===== config.mk =====
export PLATFORM = sky130hd
export DESIGN_NAME = time_keeper_bcd
export DESIGN_NICKNAME = d
export VERILOG_FILES = /design/src/rtl/time_keeper_bcd.sv
export SDC_FILE = /design/constraint.sdc
export NUM_CORES = 1
export LEC_CHECK = 0
export CAP_MARGIN = 20
export CORE_MARGIN = 1.5
export CORE_UTILIZATION = 30
export CTS_CLUSTER_DIAMETER = 120
export CTS_CLUSTER_SIZE = 8
export DETAILED_ROUTE_END_ITERATION = 10
export PLACE_DENSITY = 0.61
export SLEW_MARGIN = 20
export SYNTH_ARGS = -nofsm -noshare
export SYNTH_HDL_FRONTEND = slang
export SYNTH_SLANG_ARGS = --single-unit
export TNS_END_PERCENT = 10

===== constraint.sdc =====
create_clock -name clk -period 3.4 [get_ports clk]
set_input_delay 0.85 -clock clk [delete_from_list [all_inputs] [get_ports clk]]
set_output_delay 0.85 -clock clk [all_outputs]
set_load 0.01 [all_outputs]

===== src/rtl/time_keeper_bcd.sv =====
// BCD wall clock advanced by rising edges of the 1 Hz sec input, with a validated load port
// and minute/hour adjust pulses. H12 selects 12-hour display with a PM flag.
module time_keeper_bcd #(
    parameter bit H12 = 1'b0
) (
    input  logic       clk,
    input  logic       rst,
    input  logic       sec,
    input  logic       load,
    input  logic [1:0] ld_hr_t,
    input  logic [3:0] ld_hr_o,
    input  logic [2:0] ld_min_t,
    input  logic [3:0] ld_min_o,
    input  logic       ld_pm,
    input  logic       inc_min,
    input  logic       inc_hr,
    output logic [1:0] hr_t,
    output logic [3:0] hr_o,
    output logic [2:0] min_t,
    output logic [3:0] min_o,
    output logic [2:0] sec_t,
    output logic [3:0] sec_o,
    output logic       pm,
    output logic       tick,
    output logic       load_err
);

    localparam logic [1:0] HrTRst = H12 ? 2'd1 : 2'd0;
    localparam logic [3:0] HrORst = H12 ? 4'd2 : 4'd0;

    logic [1:0] hr_t_q, hr_t_d;
    logic [3:0] hr_o_q, hr_o_d;
    logic [2:0] min_t_q, min_t_d;
    logic [3:0] min_o_q, min_o_d;
    logic [2:0] sec_t_q, sec_t_d;
    logic [3:0] sec_o_q, sec_o_d;
    logic       pm_q, pm_d;
    logic       tick_q, tick_d;
    logic       load_err_q, load_err_d;
    logic       pend_q, pend_d;
    logic       sec_dly_q;
    logic       rise;
    logic       min_ok, hr_ok, load_ok;

    // Minutes +1 with 59 -> 00 wrap; returns {tens, ones}.
    function automatic logic [6:0] min_inc(input logic [2:0] t, input logic [3:0] o);
        logic [2:0] nt;
        logic [3:0] no;
        nt = t;
        no = o;
        if (o != 4'd9) begin
            no = o + 4'd1;
        end else begin
            no = 4'd0;
            nt = (t == 3'd5) ? 3'd0 : t + 3'd1;
        end
        return {nt, no};
    endfunction

    // Hour +1 for the selected mode; returns {pm, tens, ones}.
    function automatic logic [6:0] hr_inc(input logic p, input logic [1:0] t, input logic [3:0] o);
        logic       np;
        logic [1:0] nt;
        logic [3:0] no;
        np = p;
        nt = t;
        no = o;
        if (!H12 && t == 2'd2 && o == 4'd3) begin
            nt = 2'd0;
            no = 4'd0;
        end else if (H12 && t == 2'd1 && o == 4'd2) begin
            nt = 2'd0;
            no = 4'd1;
        end else if (H12 && t == 2'd1 && o == 4'd1) begin
            no = 4'd2;
            np = ~p;
        end else if (o == 4'd9) begin
            nt = t + 2'd1;
            no = 4'd0;
        end else begin
            no = o + 4'd1;
        end
        return {np, nt, no};
    endfunction

    always_comb begin
        rise   = sec & ~sec_dly_q;
        min_ok = (ld_min_t <= 3'd5) && (ld_min_o <= 4'd9);
        if (H12) begin
            hr_ok = ((ld_hr_t == 2'd0) && (ld_hr_o >= 4'd1) && (ld_hr_o <= 4'd9)) ||
                    ((ld_hr_t == 2'd1) && (ld_hr_o <= 4'd2));
        end else begin
            hr_ok = (ld_hr_o <= 4'd9) &&
                    ((ld_hr_t < 2'd2) || ((ld_hr_t == 2'd2) && (ld_hr_o <= 4'd3)));
        end
        load_ok = min_ok && hr_ok;
    end

    always_comb begin
        hr_t_d     = hr_t_q;
        hr_o_d     = hr_o_q;
        min_t_d    = min_t_q;
        min_o_d    = min_o_q;
        sec_t_d    = sec_t_q;
        sec_o_d    = sec_o_q;
        pm_d       = pm_q;
        pend_d     = pend_q;
        tick_d     = 1'b0;
        load_err_d = 1'b0;

        if (load) begin
            // A coincident rise or pending tick is dropped whether or not the load is accepted.
            pend_d = 1'b0;
            if (load_ok) begin
                hr_t_d  = ld_hr_t;
                hr_o_d  = ld_hr_o;
                min_t_d = ld_min_t;
                min_o_d = ld_min_o;
                pm_d    = H12 ? ld_pm : 1'b0;
                sec_t_d = 3'd0;
                sec_o_d = 4'd0;
            end else begin
                load_err_d = 1'b1;
            end
        end else if (inc_min || inc_hr) begin
            if (inc_min) begin
                {min_t_d, min_o_d} = min_inc(min_t_q, min_o_q);
            end
            if (inc_hr) begin
                {pm_d, hr_t_d, hr_o_d} = hr_inc(pm_q, hr_t_q, hr_o_q);
            end
            if (rise) begin
                pend_d = 1'b1;
            end
        end else if (rise || pend_q) begin
            tick_d = 1'b1;
            pend_d = 1'b0;
            if (sec_o_q != 4'd9) begin
                sec_o_d = sec_o_q + 4'd1;
            end else begin
                sec_o_d = 4'd0;
                if (sec_t_q != 3'd5) begin
                    sec_t_d = sec_t_q + 3'd1;
                end else begin
                    sec_t_d = 3'd0;
                    {min_t_d, min_o_d} = min_inc(min_t_q, min_o_q);
                    if (min_t_q == 3'd5 && min_o_q == 4'd9) begin
                        {pm_d, hr_t_d, hr_o_d} = hr_inc(pm_q, hr_t_q, hr_o_q);
                    end
                end
            end
        end
    end

    always_ff @(posedge clk) begin
        if (rst) begin
            hr_t_q     <= HrTRst;
            hr_o_q     <= HrORst;
            min_t_q    <= 3'd0;
            min_o_q    <= 4'd0;
            sec_t_q    <= 3'd0;
            sec_o_q    <= 4'd0;
            pm_q       <= 1'b0;
            tick_q     <= 1'b0;
            load_err_q <= 1'b0;
            pend_q     <= 1'b0;
            // Reset high so the divider's reset-high sec does not look like an edge.
            sec_dly_q  <= 1'b1;
        end else begin
            hr_t_q     <= hr_t_d;
            hr_o_q     <= hr_o_d;
            min_t_q    <= min_t_d;
            min_o_q    <= min_o_d;
            sec_t_q    <= sec_t_d;
            sec_o_q    <= sec_o_d;
            pm_q       <= pm_d;
            tick_q     <= tick_d;
            load_err_q <= load_err_d;
            pend_q     <= pend_d;
            sec_dly_q  <= sec;
        end
    end

    assign hr_t     = hr_t_q;
    assign hr_o     = hr_o_q;
    assign min_t    = min_t_q;
    assign min_o    = min_o_q;
    assign sec_t    = sec_t_q;
    assign sec_o    = sec_o_q;
    assign pm       = pm_q;
    assign tick     = tick_q;
    assign load_err = load_err_q;

endmodule


==> results.yml <==
run_status:
  status: "complete, no violations"
yosys:
  syn_area_per_cell_um2: 8.30
  synth-edff-count: 0
  synthesis.area_um2: 1460
  ys_seq_area_share_pct: 32.9
  syn-num-nets: 198
  yosys_warnings: 0
  ys_ff_latch: 24
  synth_flop_cell: "dfxtp_1"
  synthArstFlopShare_pct: 0
  postSynthCellCount: 176
  ys_types: 56
critical_path:
  critPathArrivalTime_ns: 2.67
  critPathLaunch: "load"
  r2r_slack_ns: 1.39
  cp.depth: 6
  crit_path_max_incr_delay_ns: 0.49
  worstSetupEndpoint: "sec_t[1]"
  critPathRequiredTime_ns: 3.52
  regToRegStartpoint: "hr_o[0]"
  reg2reg_depth: 5
  path_buf_inv: 2
  end_kind: "register"
  crit_chain: "clkdlybuf4s50_1 > inv_1 > o211ai_1 > o22ai_1 > a21boi_1 > a211oi_1"
  start_kind: "input pin"
  slowest_stage: "clkdlybuf4s50_1"
  crit_fanout: 12
  cp_top_family: "compound AO/OA/AOI/OAI gates"
  crit_type: "in2reg"
  reg2reg_to: "hr_t[0]"
floorplanning:
  coreArea_um2: 4690
  die_area_um2: 5300
  die_y_um: 72.8
  io_pins: 43
  die_x_um: 72.8
  num_rows: 25
  initial_core_util_pct: 31.1
clock_network:
  cts_hold_buffers: 0
  cts_root_buf: "clkbuf_8"
  cts_tree: "done"
  cts_buffers: 3
  clock_latency_ns: 0.26
  clockBufferDepth: 2
  cts_sinks: 24
  htreeDepth: 1
  cts_resized: 0
  postCtsSetupRepairBufs: 0
  clkSlewWorstSetupHoldPaths_ns: 0.08
flow_run:
  maxCapViolCount: 0
place:
  pre_cts_ws_ns: 0.577
  routabilityCongestion: 0.757
  hpwl_um: 2830
  io_buffers: 40
timing:
  fin_ws_ns: 0.850
  fin_crit_sh_pct: 75.0
  hold_violations: 0
  fmax_mhz: 392
  fin_skew_ns: 0.00541
  finalSetupTns_ns: 0
  hold_slack_ns: 0.513
  drv_slew: 0
  setup_viol: 0
  fin_crit_ns: 2.55
  relSlewSlack_pct: 62.7
  worstMarginPinSlew_ns: 0.558
  rsz0062_at_grt: "false"
grt:
  grt_max_degree: 24
  antenna_found_initial: 0
  grt_overflow: 0
  grt_pass1_vias: 1278
  grt_pass1_wl_um: 6060
  groute.usage.overall_pct: 14.3
drt:
  drt_wl_total_um: 3800
  first_iter_violations: 60
  via_per_inst: 5.45
  ant_nets: 0
  wl_per_cell_um: 14.2
  firstDrtPassIters: 4
  via_count: 1461
  drcViolationCount: 0
power:
  leakage_nw: 0.667
  ir_drop_uv: 158
  cellPowerDensity_nw_per_um2: 317
cells_and_area:
  area_growth_pct: 33.8
  n_antenna_cell: 0
  register_area_um2: 480
  layout.nets: 238
  nFillCells: 478
  final_cell_mix: "clkdlybuf4s50_1, dfxtp_1, nand2_1"
  layout_commonest_cell: "clkdlybuf4s50_1"
  drive_gt1_share_pct: 6.54
  multi_input_comb_area_um2: 928
hold_path:
  hp-class: "reg2reg"
==> worst min-delay path by stage <==
stage,startpoint,endpoint,slack [ns],cells past startpoint
floorplan,sec_t[2],sec_t[2],0.51,2
global placement,sec_t[2],sec_t[2],0.50,2
detailed placement,sec_t[2],sec_t[2],0.50,2
CTS,sec_t[2],sec_t[2],0.51,2
global route,sec_t[2],sec_t[2],0.55,2
finish,sec_t[2],sec_t[2],0.51,2
==> where the power goes <==
group / switching (mW) / internal, mW
clock: 0.0836 / 0.0790
sequential: 0.0164 / 0.294
combinational: 0.0722 / 0.0760
total: 0.172 / 0.449
==> synthesized netlist by cell type, types with 2 or more instances <==
master | number | area, µm²
a31oi_1 | 2 | 12.5
xnor2_1 | 2 | 17.5
o22a_1 | 2 | 17.5
a21o_1 | 2 | 15.0
clkbuf_1 | 6 | 22.5
nor4b_1 | 2 | 17.5
nor4_1 | 2 | 12.5
o31ai_1 | 3 | 22.5
o211ai_1 | 4 | 30.0
o21ai_0 | 9 | 45.0
or2_2 | 2 | 12.5
ha_1 | 2 | 25.0
nand3_1 | 7 | 35.0
a21oi_1 | 11 | 55.1
nor2b_1 | 8 | 50.1
o21a_1 | 3 | 22.5
nor2_1 | 9 | 33.8
and2_1 | 2 | 12.5
dfxtp_1 | 24 | 480
o311ai_1 | 2 | 17.5
nor3b_1 | 5 | 37.5
a211oi_1 | 6 | 45.0
nor3_1 | 6 | 30.0
nand2_1 | 17 | 63.8
inv_1 | 5 | 18.8
nand2b_1 | 2 | 12.5
a211o_1 | 2 | 17.5
==> per-layer routing <==
layer | vias to the layer above | global-route usage (%) | share of wire [%]
met4 | 0 | 2.52 | 0.32
li1 | 749 | - | -
met5 | - | 0 | 0
met2 | 30 | 22.5 | 46
met3 | 2 | 2.35 | 3.9
met1 | 680 | 20.7 | 49
==> worst min-delay path, cell delays in order (launching register included) <==
cell and delay [ns]:
dfxtp_1 0.35, nand2_1 0.06, o21ai_0 0.06
==> sequential cells by signal, summed over array words and instances, names as in the netlist, 2 cells and up <==
signal	flops
min_o	4
hr_o	4
sec_o	4
sec_t	3
hr_t	2
min_t	3
==> cell families (layout without fill, tap and decap cells) <==
| family | after synthesis | after routing | synth area share, % |
|---|---|---|---|
| AOI/OAI and AO/OA | 65 | 65 | 33.9 |
| xor gates and xnor gates | 2 | 2 | 1.20 |
| adders and majority gates | 2 | 2 | 1.71 |
| buffers and inverters | 13 | 51 | 3.60 |
| DFF | 24 | 24 | 32.9 |
| other | 1 | 1 | 0.257 |
| and+or+nand+nor | 69 | 69 | 26.5 |
==> final cells by class <==
cell class | instances | area share, %
multi-input combinational | 139 | 47.5
clock buffer | 3 | 2.11
tap | 54 | 3.45
sequential | 24 | 24.6
inverter | 6 | 1.15
timing repair buffer | 42 | 21.2
==> stage by stage <==
stage	power, mW	util (%)	instance area, µm²	instances
final	0.621	41.7	1960	268
after global routing	0.662	41.7	1960	268
after CTS	0.635	41.7	1960	268
after detailed placement	0.465	40.8	1910	265
after global placement	0.465	40.8	1910	265
after floorplan	0.397	-	1460	176
(Power assumes the default switching activity.)
